<file path="src/rtl/fast_control_rx.sv">
// fast_control_rx: Hamming(8,4) SECDED fast-control receiver with BCR-locked BX counter and link-quality counters.
// Optional feature: define FC_RX_L1A_GATE_EN to block l1a/calib_pulse/buffer_clear while unlocked.
module fast_control_rx #(
    parameter int unsigned LOCK_BCRS     = 4,
    parameter int unsigned UNLOCK_MISSES = 2
) (
    input  logic        clk_bx,
    input  logic        reset,
    input  logic [15:0] fc_stream_enc,
    input  logic [11:0] orb_length,
    input  logic        err_clear,
    output logic        bcr,
    output logic        l1a,
    output logic        link_reset,
    output logic        buffer_clear,
    output logic        calib_pulse,
    output logic [11:0] bx_id,
    output logic [11:0] l1a_bxid,
    output logic [23:0] event_count,
    output logic        locked,
    output logic [15:0] sec_count,
    output logic [15:0] ded_count,
    output logic [15:0] misalign_count
);

    localparam int unsigned GW = $clog2(LOCK_BCRS + 1);
    localparam int unsigned MW = $clog2(UNLOCK_MISSES + 1);
    localparam logic [GW-1:0] GOOD_TARGET = GW'(LOCK_BCRS);
    localparam logic [MW-1:0] MISS_TARGET = MW'(UNLOCK_MISSES);

    typedef enum logic [1:0] {UNLOCKED, ACQUIRE, LOCKED} state_t;

    typedef struct packed {
        logic [3:0] data;
        logic       sec;
        logic       ded;
    } dec_t;

    // Code byte: bit i (1..7) is Hamming position i (p1,p2,d0,p3,d1,d2,d3); bit 0 is overall even parity.
    function automatic dec_t hdec(input logic [7:0] b);
        dec_t       r;
        logic [2:0] syn;
        logic       par;
        logic [7:0] c;
        syn = {b[4] ^ b[5] ^ b[6] ^ b[7], b[2] ^ b[3] ^ b[6] ^ b[7], b[1] ^ b[3] ^ b[5] ^ b[7]};
        par = ^b;
        c   = b;
        if (par) c[syn] = ~b[syn];
        r.data = {c[7], c[6], c[5], c[3]};
        r.sec  = par;
        r.ded  = !par && (syn != 3'd0);
        if (r.ded) r.data = '0;
        return r;
    endfunction

    function automatic logic [15:0] sat_add(input logic [15:0] a, input logic [1:0] inc);
        logic [16:0] s;
        s = {1'b0, a} + {15'b0, inc};
        return s[16] ? 16'hFFFF : s[15:0];
    endfunction

    logic [15:0]   word_q;
    dec_t          dec_lo, dec_hi;
    logic          cmd_bcr, cmd_l1a, cmd_lr, cmd_bc, cmd_cal;
    logic [1:0]    sec_inc, ded_inc;
    logic          gate, emit_l1a, emit_bc, emit_cal;
    logic          at_end, aligned, misaligned, missing;
    logic          unused_cmd;
    state_t        state, state_n;
    logic [GW-1:0] good, good_n;
    logic [MW-1:0] miss, miss_n;
    logic          miss_evt;

    always_ff @(posedge clk_bx) begin
        if (reset) word_q <= '0;
        else       word_q <= fc_stream_enc;
    end

    always_comb begin
        dec_lo  = hdec(word_q[7:0]);
        dec_hi  = hdec(word_q[15:8]);
        cmd_bcr = dec_lo.data[0];
        cmd_l1a = dec_lo.data[1];
        cmd_lr  = dec_lo.data[2];
        cmd_bc  = dec_lo.data[3];
        cmd_cal = dec_hi.data[1];
        sec_inc = {1'b0, dec_lo.sec} + {1'b0, dec_hi.sec};
        ded_inc = {1'b0, dec_lo.ded} + {1'b0, dec_hi.ded};
    end

    // Command bits 4, 6 and 7 carry nothing for this receiver.
    assign unused_cmd = ^{dec_hi.data[3:2], dec_hi.data[0]};

`ifdef FC_RX_L1A_GATE_EN
    assign gate = locked;
`else
    assign gate = 1'b1;
`endif

    assign emit_l1a   = cmd_l1a & gate;
    assign emit_bc    = cmd_bc & gate;
    assign emit_cal   = cmd_cal & gate;
    assign at_end     = (bx_id == orb_length - 12'd1);
    assign aligned    = cmd_bcr & at_end;
    assign misaligned = cmd_bcr & ~at_end;
    assign missing    = ~cmd_bcr & at_end;
    assign locked     = (state == LOCKED);

    always_ff @(posedge clk_bx) begin
        if (reset) begin
            state <= UNLOCKED;
            good  <= '0;
            miss  <= '0;
        end else begin
            state <= state_n;
            good  <= good_n;
            miss  <= miss_n;
        end
    end

    always_comb begin
        state_n  = state;
        good_n   = good;
        miss_n   = miss;
        miss_evt = 1'b0;
        case (state)
            UNLOCKED: begin
                if (cmd_bcr) begin
                    state_n = ACQUIRE;
                    good_n  = GW'(1);
                end
            end
            ACQUIRE: begin
                if (aligned) begin
                    good_n = good + GW'(1);
                    if (good + GW'(1) == GOOD_TARGET) begin
                        state_n = LOCKED;
                        miss_n  = '0;
                    end
                end else if (misaligned) begin
                    good_n = GW'(1);
                end else if (missing) begin
                    state_n = UNLOCKED;
                    good_n  = '0;
                end
            end
            LOCKED: begin
                if (aligned) begin
                    miss_n = '0;
                end else if (misaligned || missing) begin
                    miss_evt = 1'b1;
                    miss_n   = miss + MW'(1);
                    if (miss + MW'(1) == MISS_TARGET) begin
                        state_n = UNLOCKED;
                        miss_n  = '0;
                        good_n  = '0;
                    end
                end
            end
            default: state_n = UNLOCKED;
        endcase
    end

    always_ff @(posedge clk_bx) begin
        if (reset) begin
            bcr            <= 1'b0;
            l1a            <= 1'b0;
            link_reset     <= 1'b0;
            buffer_clear   <= 1'b0;
            calib_pulse    <= 1'b0;
            bx_id          <= '0;
            l1a_bxid       <= '0;
            event_count    <= '0;
            sec_count      <= '0;
            ded_count      <= '0;
            misalign_count <= '0;
        end else begin
            bcr          <= cmd_bcr;
            l1a          <= emit_l1a;
            link_reset   <= cmd_lr;
            buffer_clear <= emit_bc;
            calib_pulse  <= emit_cal;
            bx_id        <= (cmd_bcr || at_end) ? '0 : bx_id + 12'd1;
            if (emit_l1a) l1a_bxid <= bx_id;
            if (emit_bc)       event_count <= '0;
            else if (emit_l1a) event_count <= event_count + 24'd1;
            if (err_clear) begin
                sec_count      <= '0;
                ded_count      <= '0;
                misalign_count <= '0;
            end else begin
                sec_count      <= sat_add(sec_count, sec_inc);
                ded_count      <= sat_add(ded_count, ded_inc);
                misalign_count <= sat_add(misalign_count, {1'b0, miss_evt});
            end
        end
    end

endmodule

</file>
<file path="config.mk">
export PLATFORM = sky130hd
export DESIGN_NAME = fast_control_rx
export DESIGN_NICKNAME = d
export VERILOG_FILES = /design/src/rtl/fast_control_rx.sv
export SDC_FILE = /design/constraint.sdc
export NUM_CORES = 1
export LEC_CHECK = 0
export ABC_AREA = 1
export CAP_MARGIN = 10
export CORE_MARGIN = 8
export CORE_UTILIZATION = 52
export CTS_CLUSTER_DIAMETER = 200
export DETAILED_ROUTE_END_ITERATION = 7
export PLACE_DENSITY = 0.89
export SYNTH_ARGS = -nofsm -noshare
export SYNTH_HDL_FRONTEND = slang
export SYNTH_SLANG_ARGS = --single-unit
export TNS_END_PERCENT = 10
</file>
<file path="constraint.sdc">
create_clock -name clk_bx -period 5 [get_ports clk_bx]
set_input_delay 1.5 -clock clk_bx [delete_from_list [all_inputs] [get_ports clk_bx]]
set_output_delay 1.5 -clock clk_bx [all_outputs]
set_load 0.01 [all_outputs]
</file>
==> qor.yml, run 1 <==
yosysTopAreaCell: "dfxtp_1"
initial_core_util_pct: 53.18
ys_types: 38
grt_overflow_total: 0
slew_headroom_pct: 26.16
worstHoldStart: "miss[1]"
coreArea_um2: 11960
die_area_um2: 16030
min_to: "miss[1]"
synth_most_common_cell: "nand2_1"
n_antenna_cell: 0
cp_num_buf_inv: 8
wl_per_cell_um: 14.62
drc: 0
grt_pass1_vias: 6020
grt_max_degree: 44
r2r-end: "ded_count[9]"
ant_nets: 0
reg2reg_slack_ns: 1.11
start_kind: "primary input"
vdd_drop_max_mv: 0.2221
fin_crit_sh_pct: 98.65
setup_viol_count_final: 0
cts_hold_buf: 0
place_congestion: 0.9068
worst_pin_slew_ns: 1.106
hold_path_depth: 2
grt_first_pass_wirelength_mm: 28.22
die-width_um: 126.6
ys_async_sr_fraction_pct: 0
clock_skew_ns: 0.005838
vias: 6352
clock-sinks: 124
critPathCaptureType: "flip-flop"
cp.depth: 28
layout_min_cycle_time_ns: 4.932
path_max_fanout: 3
synth.area.top_cells: "dfxtp_1, nand2_1, inv_1"
grt_usage_pct: 21.52
fillers: 827
slew_violations: 0
numCtsBuffers: 17
ios: 133
dp_cells: 1161
area_delta_synth_final_pct: 38.71
p_per_area_nw_per_um2: 315.0
ys_warn_count: 0
syn_inst: 879
slowest_delay_ns: 0.47
synthDominantCellAreaShare_pct: 39.02
crit_arrival_ns: 5.24
cts_tree: "built"
drtPass1Iterations: 5
cap_violations: 0
cts-root-buf: "clkbuf_16"
synth_edf_count: 0
critPathSlowestCell: "clkdlybuf4s50_1"
viasPerCell: 5.250
status: "finished clean"
chipHeight_um: 126.6
ctsLongestPathBuffers: 2
numPortBuffers: 132
crit_start: "orb_length[1]"
drive_above_1_share_pct: 10.91
grt_antenna_before_repair: 0
synth-seq-area-share_pct: 39.02
synthTopCellsByCount: "nand2_1, inv_1, dfxtp_1, nor2_1, a21oi_1"
crit_required_ns: 5.31
max_clock_freq_mhz: 202.7
r2r_cells: 13
synth_nets: 929
rsz0062_at_grt: "true"
rows: 40
tns_ns: 0
clk_pin_slew_ns: 0.06
synth_area_um2: 6361
htreeDepth: 4
syn_avg_cell_area_um2: 7.237
hpwl_mm: 11.89
final_core_util_pct: 73.77
drt_first_iter_violations: 549
synth_ff_type: "dfxtp_1"
synth-seq-cells: 124
instances_no_fill: 1210
final-hold-violation-count: 0
path_delay_family: "simple AND/OR/NAND/NOR gates"
worstSetupPathType: "primary input to flip-flop"
nets: 1100
reg2reg_from: "word_q[15]"
drt_wl_total_mm: 17.69
clock_latency_ns: 0.43
p_leak_nw: 3.604
min_path_type: "flip-flop to flip-flop"
-- repair_timing --
item	CTS	global route
buffers inserted	14	3
pin swaps	10	11
gates resized for setup	14	22
setup endpoints to repair	8	16
-- cell usage in the layout (no fill, tap or decap), types with 3 or more instances in the layout --
cell type and n:
clkbuf_16 17, xnor2_1 35, xor2_1 49, inv_2 10, clkbuf_8 5, nor2_1 103
o31ai_1 3, nor2_4 4, nor3_2 5, o21ai_1 12, inv_1 123, buf_4 37
a211oi_1 3, nand2_1 154, nand4_1 13, ha_1 14, nand3_1 41, clkinvlp_4 4
a21oi_1 73, dfxtp_1 124, clkdlybuf4s50_1 131, o21ai_0 31, nand2_2 12, nor4_1 3
a21oi_2 3, o22ai_1 3, nor3_1 19, bufinv_16 3
-- area by class of cell --
| type | instances | area, µm² | area share [%] |
|---|---|---|---|
| clock buffers | 23 | 498.0 | 5.644 |
| repair buffers | 170 | 1613 | 18.28 |
| inverters | 135 | 509.2 | 5.771 |
| flip-flops and latches | 124 | 2482 | 28.13 |
| clock inverters | 9 | 133.9 | 1.517 |
| well taps | 147 | 183.9 | 2.085 |
| multi-input cells | 602 | 3403 | 38.57 |
-- metrics by stage --
stage / instance area, µm² / power [W] / worst slack (ns) / hold WS, ns
6_report: 8823 / 0.002779 / 0.06761 / 0.4413
5_1_grt: 8823 / 0.002893 / -0.09343 / 0.4698
4_1_cts: 8713 / 0.002779 / 0.003722 / 0.4432
3_5_place_dp: 7929 / 0.001479 / -0.4478 / 0.4347
3_3_place_gp: 7929 / 0.001465 / -0.2805 / 0.4314
2_1_floorplan: 6361 / 0.001341 / 0.2669 / 0.4147
-- worst max path at each step --
stage / to / slack (ns)
finish: misalign_count[12] / 0.07
global route: misalign_count[12] / -0.09
CTS: misalign_count[0] / 0.004
detailed placement: misalign_count[6] / -0.45
global placement: misalign_count[5] / -0.28
floorplan: misalign_count[1] / 0.27
-- worst reg2reg max path, cell delays in order, from the launching register on --
cell and delay [ns]:
dfxtp_1 0.37, xor2_1 0.26, xor2_1 0.27, xnor2_1 0.19, nand2_1 0.14, fa_1 0.42
inv_1 0.09, ha_1 0.18, nand3_1 0.12, nor2_1 0.15, nand4_1 0.20, nor3_1 0.60
clkinv_1 0.47, a21oi_1 0.33
-- logic make-up (layout without fill, tap and decap cells) --
kind of cell    after synthesis  in the layout  synth area share, %
compound gates              135            135                11.31
xor+xnor                     85             85                11.70
fa+ha+maj                    19             19                3.973
buf+inv                     153            337                9.461
flops                       124            124                39.02
simple gates                363            363                24.53
-- flip-flops by register name, summed over array words and instances (netlist names) --
signal,cells
bcr,1
buffer_clear,1
bx_id,12
calib_pulse,1
ded_count,16
event_count,24
good,3
l1a,1
l1a_bxid,12
link_reset,1
misalign_count,16
miss,2
sec_count,16
state,2
word_q,16
-- power breakdown --
group / internal, W / total, W / switching [W]
Clock: 0.000849 / 0.00130 / 0.000450
Combinational: 0.000173 / 0.000409 / 0.000235
Sequential: 0.00103 / 0.00107 / 0.0000364
Total: 0.00206 / 0.00278 / 0.000722
-- metal layers --
| metal | GRT usage (%) | vias up | routed length, µm |
|---|---|---|---|
| li1 | - | 3142 | - |
| met1 | 24.81 | 2931 | 7312 |
| met2 | 35.75 | 238 | 8728 |
| met3 | 6.033 | 41 | 1161 |
| met4 | 11.11 | 0 | 488 |
| met5 | 0 | - | 0 |
Power figures use the tool's default switching activity.
==> run 2: changes to the inputs <==
--- a/config.mk
+++ b/config.mk
@@ -11,6 +11,7 @@
 export CORE_UTILIZATION = 52
 export CTS_CLUSTER_DIAMETER = 200
 export DETAILED_ROUTE_END_ITERATION = 7
+export GPL_ROUTABILITY_DRIVEN = 0
 export PLACE_DENSITY = 0.89
 export SYNTH_ARGS = -nofsm -noshare
 export SYNTH_HDL_FRONTEND = slang
==> run 2 against run 1 <==
Effect of this change: sequential power about the same; routed wire length down 2.1%; cell area down 0.58%; register-to-register slack better by 0.13 ns; via count down 0.82%; utilization down 0.43 points; clock skew up 0.0024 ns; critical path type unchanged; critical endpoint is now misalign_count[13].
==> qor.yml, run 2 (synthesis results as in run 1) <==
worstSetupPathType: "primary input to flip-flop"
grt_overflow_total: 0
r2r_cells: 29
p_leak_nw: 3.621
layout_min_cycle_time_ns: 4.785
busiest_layer: "met2"
grt_antenna_before_repair: 0
r2r-end: "misalign_count[13]"
drt_first_iter_violations: 503
setup_slack_ns: 0.2147
clock_latency_ns: 0.42
nets: 1101
cts_tree: "built"
use_met1_pct: 24.18
cap_violations: 0
min_path_type: "flip-flop to flip-flop"
initial_core_util_pct: 53.18
numCtsBuffers: 17
worst_pin_slew_ns: 1.066
crit_required_ns: 5.31
slew_headroom_pct: 28.84
ios: 133
die_area_um2: 16030
critPathCaptureType: "flip-flop"
grt_pass1_vias: 5991
clock-sinks: 124
ant_nets: 0
n_antenna_cell: 0
reg2reg_from: "word_q[3]"
met2_usage_pct: 35.75
numPortBuffers: 132
vdd_drop_max_mv: 0.2013
setup_viol_count_final: 0
dp_slack_ns: -0.5071
final_cell_mix: "nand2_1, clkdlybuf4s50_1, dfxtp_1"
cts-root-buf: "clkbuf_16"
drtPass1Iterations: 5
coreArea_um2: 11960
slew_violations: 0
tns_ns: 0
clock_skew_ns: 0.008216
grt_use_met3_pct: 5.656
path_max_fanout: 2
drt_wl_total_mm: 17.32
crit_arrival_ns: 5.09
power.total_w: 0.002645
fillers: 870
area_delta_synth_final_pct: 37.90
layout_commonest_cell: "nand2_1"
top_register: "event_count"
fin_crit_sh_pct: 95.71
ctsLongestPathBuffers: 2
grt_usage_pct: 21.07
cts_hold_buf: 0
drive_above_1_share_pct: 10.72
max_clock_freq_mhz: 209.0
rows: 40
htreeDepth: 4
chipHeight_um: 126.6
hpwl_mm: 11.64
final-hold-violation-count: 0
dp_cells: 1162
largest_reg_flops: 24
die-width_um: 126.6
drc: 0
instances_no_fill: 1210
clk_pin_slew_ns: 0.05
worstHoldStart: "miss[1]"
status: "finished clean"
hold_path_depth: 2
grt_max_degree: 44
p_per_area_nw_per_um2: 301.5
reg2reg_slack_ns: 1.24
min_to: "miss[1]"
wl_per_cell_um: 14.31
grt_first_pass_wirelength_mm: 27.87
start_kind: "primary input"
vias: 6300
viasPerCell: 5.207
[run 2: routing by layer]
layer	vias up	part of all wire (%)
met2	218	49
met3	36	5.8
met1	2898	43
li1	3148	-
met4	0	2.8
met5	-	0
[run 2: report_power, final]
part / switching [W] / internal [W]
Sequential: 0.0000346 / 0.00104
Clock: 0.000419 / 0.000751
Combinational: 0.000235 / 0.000170
Total: 0.000688 / 0.00196
[run 2: how the worst max path moves through the flow]
stage	from	endpoint	slack (ns)
floorplan	orb_length[0]	misalign_count[1]	0.27
global placement	orb_length[0]	misalign_count[6]	-0.26
finish	orb_length[0]	misalign_count[13]	0.21
global route	orb_length[0]	misalign_count[13]	-0.08
detailed placement	orb_length[0]	misalign_count[3]	-0.51
CTS	orb_length[3]	misalign_count[3]	0.02
[run 2: worst max-delay path: stages]
cell and delay [ns]:
dlygate4sd2_1 0.24, inv_2 0.07, ha_4 0.17, buf_4 0.14, xor2_2 0.14, a221oi_1 0.30
nand3_1 0.12, nor2_1 0.13, nand3_1 0.09, nor2_1 0.09, nand3b_1 0.15, ha_4 0.32
nand2_2 0.06, inv_2 0.07, buf_4 0.10, buf_4 0.09, buf_4 0.09, buf_4 0.09
buf_4 0.09, ha_1 0.17, nand3_1 0.08, nor2_1 0.18, nand2_1 0.14, nor3_2 0.17
xor2_1 0.09, o21ai_0 0.18, inv_1 0.05
[run 2: final cells by class]
type	instances	area (µm²)	share of cell area [%]
multi-input combinational	602	3408	38.85
sequential	124	2482	28.30
timing repair buffer	171	1628	18.56
inverter	135	509.2	5.805
clock buffer	23	467.9	5.334
tap	147	183.9	2.097
clock inverter	8	92.59	1.055
[run 2: timing repair]
item                                    4_1_cts  5_1_grt
endpoints found under the hold margin         0        0
gates resized for setup                      18       24
endpoints found under the setup margin       12       16
buffers inserted                             17        1
cloned                                        0        0
pin swaps                                    10       12
[run 2: per-stage QoR]
step	instance area (µm²)	utilization, %	hold WS [ns]
3_5_place_dp	7936	66.35	0.4282
3_3_place_gp	7936	66.35	0.4326
2_1_floorplan	6361	-	0.4147
6_report	8772	73.34	0.4415
4_1_cts	8677	72.54	0.4411
5_1_grt	8772	73.34	0.4703
==> run 3: changes to the inputs <==
--- a/config.mk
+++ b/config.mk
@@ -8,11 +8,12 @@
 export ABC_AREA = 1
 export CAP_MARGIN = 10
 export CORE_MARGIN = 8
-export CORE_UTILIZATION = 52
+export CORE_UTILIZATION = 60
 export CTS_CLUSTER_DIAMETER = 200
 export DETAILED_ROUTE_END_ITERATION = 7
+export DONT_BUFFER_PORTS = 1
 export GPL_ROUTABILITY_DRIVEN = 0
-export PLACE_DENSITY = 0.89
+export PLACE_DENSITY = 0.84
 export SYNTH_ARGS = -nofsm -noshare
 export SYNTH_HDL_FRONTEND = slang
 export SYNTH_SLANG_ARGS = --single-unit
==> run 3 against run 2 <==
Effect of this change: worst setup slack improved by 0.062 ns; critical path type unchanged; global-route usage grew 0.21 points; non-clock buffer count decreased by 164; via count fell by 11%; power is 0.52% higher; fmax up 1.3%; sequential share of layout area rose by 6.5 points; register-to-register slack lost 0.05 ns; cell area shrank 19%.
==> qor.yml, run 3 (synthesis results as in run 1) <==
viasPerCell: 5.397
grt_overflow_total: 0
grt_usage_pct: 21.28
slew_headroom_pct: 30.86
multiInputGateArea_um2: 3306
final-hold-violation-count: 0
worst_pin_slew_ns: 1.036
drt_first_iter_violations: 453
coreArea_um2: 10320
slowest_delay_ns: 0.36
vdd_drop_max_mv: 0.2166
p_per_area_nw_per_um2: 372.3
drive_above_1_share_pct: 7.333
clk_pin_slew_ns: 0.06
vias: 5591
hpwl_mm: 10.72
max_clock_freq_mhz: 211.7
die-width_um: 119.0
cts-root-buf: "clkbuf_8"
fillers: 826
drc: 0
fin_crit_sh_pct: 94.46
dp_slack_ns: -0.1760
numPortBuffers: 0
setup_viol_count_final: 0
drt_wl_total_mm: 15.23
worstSetupPathType: "primary input to flip-flop"
layout_commonest_cell: "nand2_1"
initial_core_util_pct: 61.62
cts_hold_buf: 0
ctsLongestPathBuffers: 2
crit_arrival_ns: 5.19
die_area_um2: 14150
path_max_fanout: 5
critPathSlowestCell: "nor4_2"
grt_max_degree: 44
numCtsBuffers: 17
area_delta_synth_final_pct: 12.25
grt_pass1_vias: 5207
start_kind: "primary input"
layout_min_cycle_time_ns: 4.723
top_register: "event_count"
drtPass1Iterations: 5
tns_ns: 0
htreeDepth: 4
p_leak_nw: 2.933
grt_first_pass_wirelength_mm: 25.01
register_area_um2: 2482
instances_no_fill: 1036
slew_violations: 0
clock_skew_ns: 0.01351
n_antenna_cell: 0
min_path_type: "flip-flop to flip-flop"
wl_per_cell_um: 14.70
largest_reg_flops: 24
setup_slack_ns: 0.2769
ant_nets: 0
nets: 937
chipHeight_um: 119.0
crit_required_ns: 5.46
critPathCaptureType: "flip-flop"
final_cell_mix: "nand2_1, inv_1, dfxtp_1"
ios: 133
clock_latency_ns: 0.53
grt_antenna_before_repair: 0
rows: 37
cap_violations: 0
cts_tree: "built"
status: "finished clean"
path_common_cell: "inv_1"
dp_cells: 1001
clock-sinks: 124
==> run 3: worst paths after layout <==
path            startpoint            endpoint  slack (ns)  cells past startpoint
max          orb_length[0]  misalign_count[13]        0.28                     27
min                miss[1]             miss[1]        0.45                      2
max reg2reg      word_q[3]  misalign_count[13]        1.19                     30
min reg2reg        miss[1]             miss[1]        0.45                      2
==> run 3: layout make-up <==
class	instances	share of cell area, %
clock buffers	18	5.993
clock inverters	14	2.733
inverters	135	7.097
multi-input cells	602	46.29
flip-flops and latches	124	34.76
well taps	136	2.383
repair buffers	7	0.7359
==> run 3: per-layer routing <==
layer / up-vias / global-route usage [%] / routed length [µm]
met5: - / 0 / 0
met4: 0 / 8.300 / 242
met3: 21 / 7.747 / 1330
met2: 206 / 35.11 / 7227
met1: 2562 / 24.71 / 6424
li1: 2802 / - / -
==> run 3: power by group <==
| group | switching [W] | internal (W) | total, W |
|---|---|---|---|
| sequential | 0.0000538 | 0.00103 | 0.00109 |
| combinational | 0.000190 | 0.000102 | 0.000292 |
| clock | 0.000457 | 0.000822 | 0.00128 |
| total | 0.000700 | 0.00196 | 0.00266 |
==> run 3: per-stage QoR <==
step | power (W) | utilization [%] | instance area, µm² | hold WS [ns]
finish | 0.002658 | 69.17 | 7141 | 0.4543
global route | 0.002776 | 69.17 | 7141 | 0.4838
CTS | 0.002675 | 68.67 | 7089 | 0.4539
detailed placement | 0.001393 | 62.63 | 6466 | 0.4443
global placement | 0.001385 | 62.63 | 6466 | 0.4321
floorplan | 0.001341 | - | 6361 | 0.4147
==> run 3: critical path: cells and delay by family <==
| family | cells | cell delay (ns) |
|---|---|---|
| AO/OA/AOI/OAI | 3 | 0.29 |
| AND/OR/NAND/NOR | 14 | 2.03 |
| buffers and inverters | 6 | 0.51 |
| XOR/XNOR | 1 | 0.17 |
| adder cells (fa/ha/maj) | 3 | 0.69 |
==> run 3: what timing repair did <==
action,CTS,global route
setup endpoints to repair,0,13
gates resized for setup,0,4
buffers inserted,0,3
